[config.mk]
export PLATFORM = sky130hd
export DESIGN_NAME = hilo_muldiv_unit
export DESIGN_NICKNAME = d
export VERILOG_FILES = /design/src/rtl/hilo_muldiv_unit.sv
export SDC_FILE = /design/constraint.sdc
export NUM_CORES = 2
export LEC_CHECK = 0
export BUFFER_PORTS_ARGS = -buffer_cell sky130_fd_sc_hd__buf_2
export CORE_UTILIZATION = 50
export CTS_CLUSTER_DIAMETER = 120
export CTS_CLUSTER_SIZE = 25
export DETAILED_ROUTE_END_ITERATION = 10
export PLACE_DENSITY = 0.63
export SYNTH_ARGS = -nofsm -noshare
export SYNTH_HDL_FRONTEND = slang
export SYNTH_SLANG_ARGS = --single-unit
[constraint.sdc]
create_clock -name clk -period 10.5 [get_ports clk]
set_clock_uncertainty 0.05 [all_clocks]
set_input_delay 0 -clock clk [delete_from_list [all_inputs] [get_ports clk]]
set_output_delay 0 -clock clk [all_outputs]
set_load 0.01 [all_outputs]
[src/rtl/hilo_muldiv_unit.sv]
`timescale 1ns/1ps
`default_nettype none
// ============================================================================
// Module      : hilo_muldiv_unit
// Description : Multi-cycle integer multiply/divide engine owning the
//               architectural HI/LO registers. Executes MULT/MULTU/DIV/DIVU
//               and MTHI/MTLO, and requests a pipeline stall while a
//               multiply or divide is in flight.
// Revision    : 1.0 - initial release
// ============================================================================
module hilo_muldiv_unit #(
  parameter int WIDTH = 32
) (
  input  logic             clk,
  input  logic             resetn,
  input  logic             start,
  input  logic [2:0]       op,
  input  logic [WIDTH-1:0] in0,
  input  logic [WIDTH-1:0] in1,
  input  logic             cancel,
  output logic             stall,
  output logic             busy,
  output logic             done,
  output logic [WIDTH-1:0] hi,
  output logic [WIDTH-1:0] lo
);

  localparam int CW = $clog2(WIDTH);

  localparam logic [2:0] OP_MULT  = 3'b000;
  localparam logic [2:0] OP_MULTU = 3'b001;
  localparam logic [2:0] OP_DIV   = 3'b010;
  localparam logic [2:0] OP_DIVU  = 3'b011;
  localparam logic [2:0] OP_MTHI  = 3'b100;
  localparam logic [2:0] OP_MTLO  = 3'b101;

  typedef enum logic [1:0] {
    S_IDLE = 2'd0,
    S_MUL  = 2'd1,
    S_DIV  = 2'd2,
    S_DONE = 2'd3
  } state_t;

  state_t             state_q, state_d;
  logic [WIDTH-1:0]   a_q, a_d;          // raw rs operand
  logic [WIDTH-1:0]   b_q, b_d;          // raw rt operand
  logic [WIDTH-1:0]   dvs_q, dvs_d;      // divisor magnitude
  logic [2*WIDTH-1:0] work_q, work_d;    // product, or {remainder, dividend/quotient}
  logic               sgn_q, sgn_d;
  logic               is_div_q, is_div_d;
  logic [CW-1:0]      cnt_q, cnt_d;
  logic [WIDTH-1:0]   hi_q, hi_d;
  logic [WIDTH-1:0]   lo_q, lo_d;
  logic               busy_q, busy_d;
  logic               done_q, done_d;
  // An MTHI/MTLO accepted in DONE is written one edge after the commit so
  // that it lands after the older multiply/divide result.
  logic               pend_hi_q, pend_hi_d;
  logic               pend_lo_q, pend_lo_d;
  logic [WIDTH-1:0]   pend_val_q, pend_val_d;

  // Datapath helpers: operand magnitudes, product, divide step, sign fixup.
  logic               in_signed;
  logic [WIDTH-1:0]   in0_mag, in1_mag;
  logic [2*WIDTH-1:0] mul_a, mul_b, product;
  logic [WIDTH:0]     div_shift, div_diff;
  logic [2*WIDTH-1:0] div_next;
  logic [WIDTH-1:0]   quo_fix, rem_fix;
  logic               accept_slot;

  assign in_signed = ~op[0];
  assign in0_mag   = (in_signed && in0[WIDTH-1]) ? -in0 : in0;
  assign in1_mag   = (in_signed && in1[WIDTH-1]) ? -in1 : in1;

  assign mul_a   = {{WIDTH{sgn_q & a_q[WIDTH-1]}}, a_q};
  assign mul_b   = {{WIDTH{sgn_q & b_q[WIDTH-1]}}, b_q};
  assign product = mul_a * mul_b;

  assign div_shift = {work_q[2*WIDTH-1:WIDTH], work_q[WIDTH-1]};
  assign div_diff  = div_shift - {1'b0, dvs_q};
  assign div_next  = div_diff[WIDTH] ? {div_shift[WIDTH-1:0], work_q[WIDTH-2:0], 1'b0}
                                     : {div_diff[WIDTH-1:0],  work_q[WIDTH-2:0], 1'b1};

  assign quo_fix = (sgn_q && (a_q[WIDTH-1] ^ b_q[WIDTH-1])) ? -work_q[WIDTH-1:0]
                                                             : work_q[WIDTH-1:0];
  assign rem_fix = (sgn_q && a_q[WIDTH-1]) ? -work_q[2*WIDTH-1:WIDTH]
                                           : work_q[2*WIDTH-1:WIDTH];

  assign accept_slot = (state_q == S_IDLE) || (state_q == S_DONE);

  // Next-state, datapath and HI/LO update logic.
  always_comb begin
    state_d    = state_q;
    a_d        = a_q;
    b_d        = b_q;
    dvs_d      = dvs_q;
    work_d     = work_q;
    sgn_d      = sgn_q;
    is_div_d   = is_div_q;
    cnt_d      = cnt_q;
    hi_d       = hi_q;
    lo_d       = lo_q;
    pend_hi_d  = 1'b0;
    pend_lo_d  = 1'b0;
    pend_val_d = pend_val_q;

    // A deferred move belongs to an already-accepted instruction, so it is
    // applied even when this cycle is flushed.
    if (pend_hi_q) hi_d = pend_val_q;
    if (pend_lo_q) lo_d = pend_val_q;

    if (cancel) begin
      state_d = S_IDLE;
    end else begin
      case (state_q)
        S_IDLE, S_DONE: begin
          if (state_q == S_DONE) begin
            if (!is_div_q) begin
              hi_d = work_q[2*WIDTH-1:WIDTH];
              lo_d = work_q[WIDTH-1:0];
            end else if (b_q == '0) begin
              hi_d = a_q;
              lo_d = '1;
            end else begin
              hi_d = rem_fix;
              lo_d = quo_fix;
            end
          end
          state_d = S_IDLE;
          if (start) begin
            case (op)
              OP_MULT, OP_MULTU: begin
                a_d      = in0;
                b_d      = in1;
                sgn_d    = in_signed;
                is_div_d = 1'b0;
                state_d  = S_MUL;
              end
              OP_DIV, OP_DIVU: begin
                a_d      = in0;
                b_d      = in1;
                sgn_d    = in_signed;
                is_div_d = 1'b1;
                dvs_d    = in1_mag;
                work_d   = {{WIDTH{1'b0}}, in0_mag};
                cnt_d    = '0;
                state_d  = S_DIV;
              end
              OP_MTHI: begin
                if (state_q == S_DONE) begin
                  pend_hi_d  = 1'b1;
                  pend_val_d = in0;
                end else begin
                  hi_d = in0;
                end
              end
              OP_MTLO: begin
                if (state_q == S_DONE) begin
                  pend_lo_d  = 1'b1;
                  pend_val_d = in0;
                end else begin
                  lo_d = in0;
                end
              end
              default: ;
            endcase
          end
        end
        S_MUL: begin
          work_d  = product;
          state_d = S_DONE;
        end
        S_DIV: begin
          work_d = div_next;
          cnt_d  = cnt_q + 1'b1;
          if (cnt_q == CW'(WIDTH - 1)) state_d = S_DONE;
        end
        default: state_d = S_IDLE;
      endcase
    end

    busy_d = (state_d == S_MUL) || (state_d == S_DIV);
    done_d = (state_d == S_DONE);
  end

  // State and datapath registers with synchronous active-low reset.
  always_ff @(posedge clk) begin
    if (!resetn) begin
      state_q    <= S_IDLE;
      a_q        <= '0;
      b_q        <= '0;
      dvs_q      <= '0;
      work_q     <= '0;
      sgn_q      <= 1'b0;
      is_div_q   <= 1'b0;
      cnt_q      <= '0;
      hi_q       <= '0;
      lo_q       <= '0;
      busy_q     <= 1'b0;
      done_q     <= 1'b0;
      pend_hi_q  <= 1'b0;
      pend_lo_q  <= 1'b0;
      pend_val_q <= '0;
    end else begin
      state_q    <= state_d;
      a_q        <= a_d;
      b_q        <= b_d;
      dvs_q      <= dvs_d;
      work_q     <= work_d;
      sgn_q      <= sgn_d;
      is_div_q   <= is_div_d;
      cnt_q      <= cnt_d;
      hi_q       <= hi_d;
      lo_q       <= lo_d;
      busy_q     <= busy_d;
      done_q     <= done_d;
      pend_hi_q  <= pend_hi_d;
      pend_lo_q  <= pend_lo_d;
      pend_val_q <= pend_val_d;
    end
  end

  assign stall = busy_q | (start & ~cancel & accept_slot & ~op[2]);
  assign busy  = busy_q;
  assign done  = done_q;
  assign hi    = hi_q;
  assign lo    = lo_q;

endmodule
`default_nettype wire

==> metrics <==
share of post-route cells with drive strength above 1 under 10%; Worst setup EP type register; Num CTS Buffers 14; grt total ovfl 0; Top FF cell, synth dfxtp_1; top-count cell post-synth inv_1; EDFF count, synth 0; RSZ-0062 raised after global routing no; yosys warns 0; Port Buf Inserts 137; fmax 110 MHz; Final Hold Fails 0; Mapped Nets 7941; TritonCTS clock tree built; Hold Crit Start op[1]; Cells after Synth 6489; share of the synthesized area in the top cell type 40.8%; r2r setup slk 1.39 ns; antenna viol nets, final 0; number of max-cap violations 0; TNS Setup 0 ns; syn avg cell area 8.51 µm²; Final Critical Period 9.11 ns; arrival time at the worst endpoint 9.54 ns; Pre-antenna DRT Iters 6; commonest cells in the netlist inv_1, fa_1, nand2_1; hold path cells 4; wire length per cell around 22 µm; slowest CP cell dfxtp_1; core area around 110000 µm²; largest net degree at the start of global routing 96; Final Slew Violations 0; Setup crit start kind register; Post-synth ARST share 0%; VDD IR-drop max 0.0961 mV; Area growth syn-to-layout 5.15%; r2r startpoint a_q[7]; Die Area 112000 µm²; # setup viols final 0; clk slew on worst S/H paths 0.12 ns; Setup CP Type register to register; flops & latches, synth 269; Nets 7828; crit-path max FO 21; Resized cells post-CTS 0; Core Util, Final 53.2%; Die W 334 µm; starting DRC count in detailed routing 3823; # rows between 100 and 150; Worst R2R End work_q[62]; Max-Slew Margin vs Limit 10.7%; Hold Path Sink state_q[0]; placer congestion estimate 0.979; CTS Sinks 269; initial antenna violation count 6; power density over cell area 43.5 nW/µm²; slowest stage delay, CP 0.98 ns; path depth of the worst reg2reg path 29; DP HPWL 138 mm; ranking of synthesized cells by area fa_1, dfxtp_1, inv_1, nand2_1, ha_1; Leak Pwr 0.0273 µW; Initial Util about 50%; worst-case clock buffer depth 3; Synth Cell Area 55200 µm²; GRT Total Usage 31.4%; drt drc 0; DR vias between 40000 and 50000; Distinct cells, synth 90; part of the Yosys area used for sequential elements 9.76%; Ports 138; H-tree depth 1; CP required 10.92 ns; fin crit share 86.8%; die extent in y 334 µm; Routed WL roughly 170 mm; Final Instance Area 58000 µm²; HP Class input port to register; vias in the first global route between 40000 and 50000; cell accounting for the most synthesized area fa_1; Slew @ Worst Pin 1.34 ns; Fill cells 10400; first-pass GRT wire length 271 mm; cell mode on critical path fa_1; Via density 5.72; Post-DP Area 57000 µm²; root buffer cell clkbuf_16; outcome finished clean; clk_lat worst skew 0.55 ns
## per-layer routing
layer	vias to the layer above	routed length, µm	global-route usage (%)
li1	19700	-	-
met1	23200	67500	40.6
met2	1643	86300	54.1
met3	364	11000	3.65
met4	2	7560	11.8
met5	-	13	0
## placed cells by master, fill, tap and decap left out, types with 136 or more instances in the layout
master and instances:
dfxtp_1 265, buf_2 136, nor2_1 203, o21ai_0 183, a21oi_1 239, inv_1 1187
and2_1 370, nand2_1 1112, fa_1 1126, ha_1 254
## worst max-delay path, delay by kind of cell (launching register included)
kind	cells	cell delay [ns]
and+or+nand+nor	4	0.97
DFF	1	0.98
AOI/OAI and AO/OA	8	1.77
buffers and inverters	8	0.80
adders and majority gates	9	4.42
## state kept, by name, indices dropped and copies added (netlist names)
register / flops
is_div_q: 1
b_q: 32
lo: 32
dvs_q: 32
busy: 1
cnt_q: 5
work_q: 64
state_q: 2
hi: 32
pend_hi_q: 1
pend_lo_q: 1
a_q: 32
sgn_q: 1
done: 1
pend_val_q: 32
## area by class of cell
| class | instances | area [µm²] | share of cell area, % |
|---|---|---|---|
| clock buffers | 15 | 375 | 0.647 |
| diodes | 1 | 2.50 | 0.00431 |
| well taps | 1476 | 1850 | 3.18 |
| flip-flops and latches | 269 | 5390 | 9.29 |
| clock inverters | 1 | 8.76 | 0.0151 |
| repair buffers | 326 | 2290 | 3.95 |
| multi-input cells | 4577 | 43700 | 75.2 |
| inverters | 1188 | 4460 | 7.68 |
## through the flow
stage,instances,hold WS (ns),total power [µW],worst slack (ns)
after floorplan,6489,0.0709,1600,2.19
after global placement,7769,0.241,1870,1.61
after detailed placement,7769,0.248,1870,1.58
after CTS,7852,0.0514,2520,1.53
after global routing,7852,0.0766,2630,1.03
final,7853,0.0795,2530,1.39
## power by group
part,switching (µW),internal (µW)
clock network,380,260
registers,51.3,1040
logic,527,264
total,958,1570
## kinds of logic (layout without fill, tap and decap cells)
family | count (synthesis) | after routing | synth area share [%]
flops | 269 | 269 | 9.76
compound gates | 962 | 962 | 11.7
buf+inv | 1643 | 1530 | 11.2
mux | 75 | 75 | 1.39
other cells | 0 | 1 | 0
xor+xnor | 179 | 179 | 2.85
simple gates | 1980 | 1980 | 16.5
fa+ha+maj | 1381 | 1381 | 46.6
## repair_timing
item | 4_1_cts | 5_1_grt
hold buffers | 67 | 0
setup buffers | 0 | 0
hold endpoints to repair | 169 | 0
## how the worst max path moves through the flow
stage,start,to,cells past startpoint,slack [ns]
finish,a_q[7],work_q[62],29,1.39
global route,sgn_q,work_q[62],27,1.03
CTS,a_q[7],work_q[62],29,1.53
detailed placement,a_q[31],work_q[63],27,1.58
global placement,a_q[31],work_q[63],27,1.61
floorplan,a_q[31],work_q[62],30,2.19
Note: power is estimated with default switching activity, not from simulation.
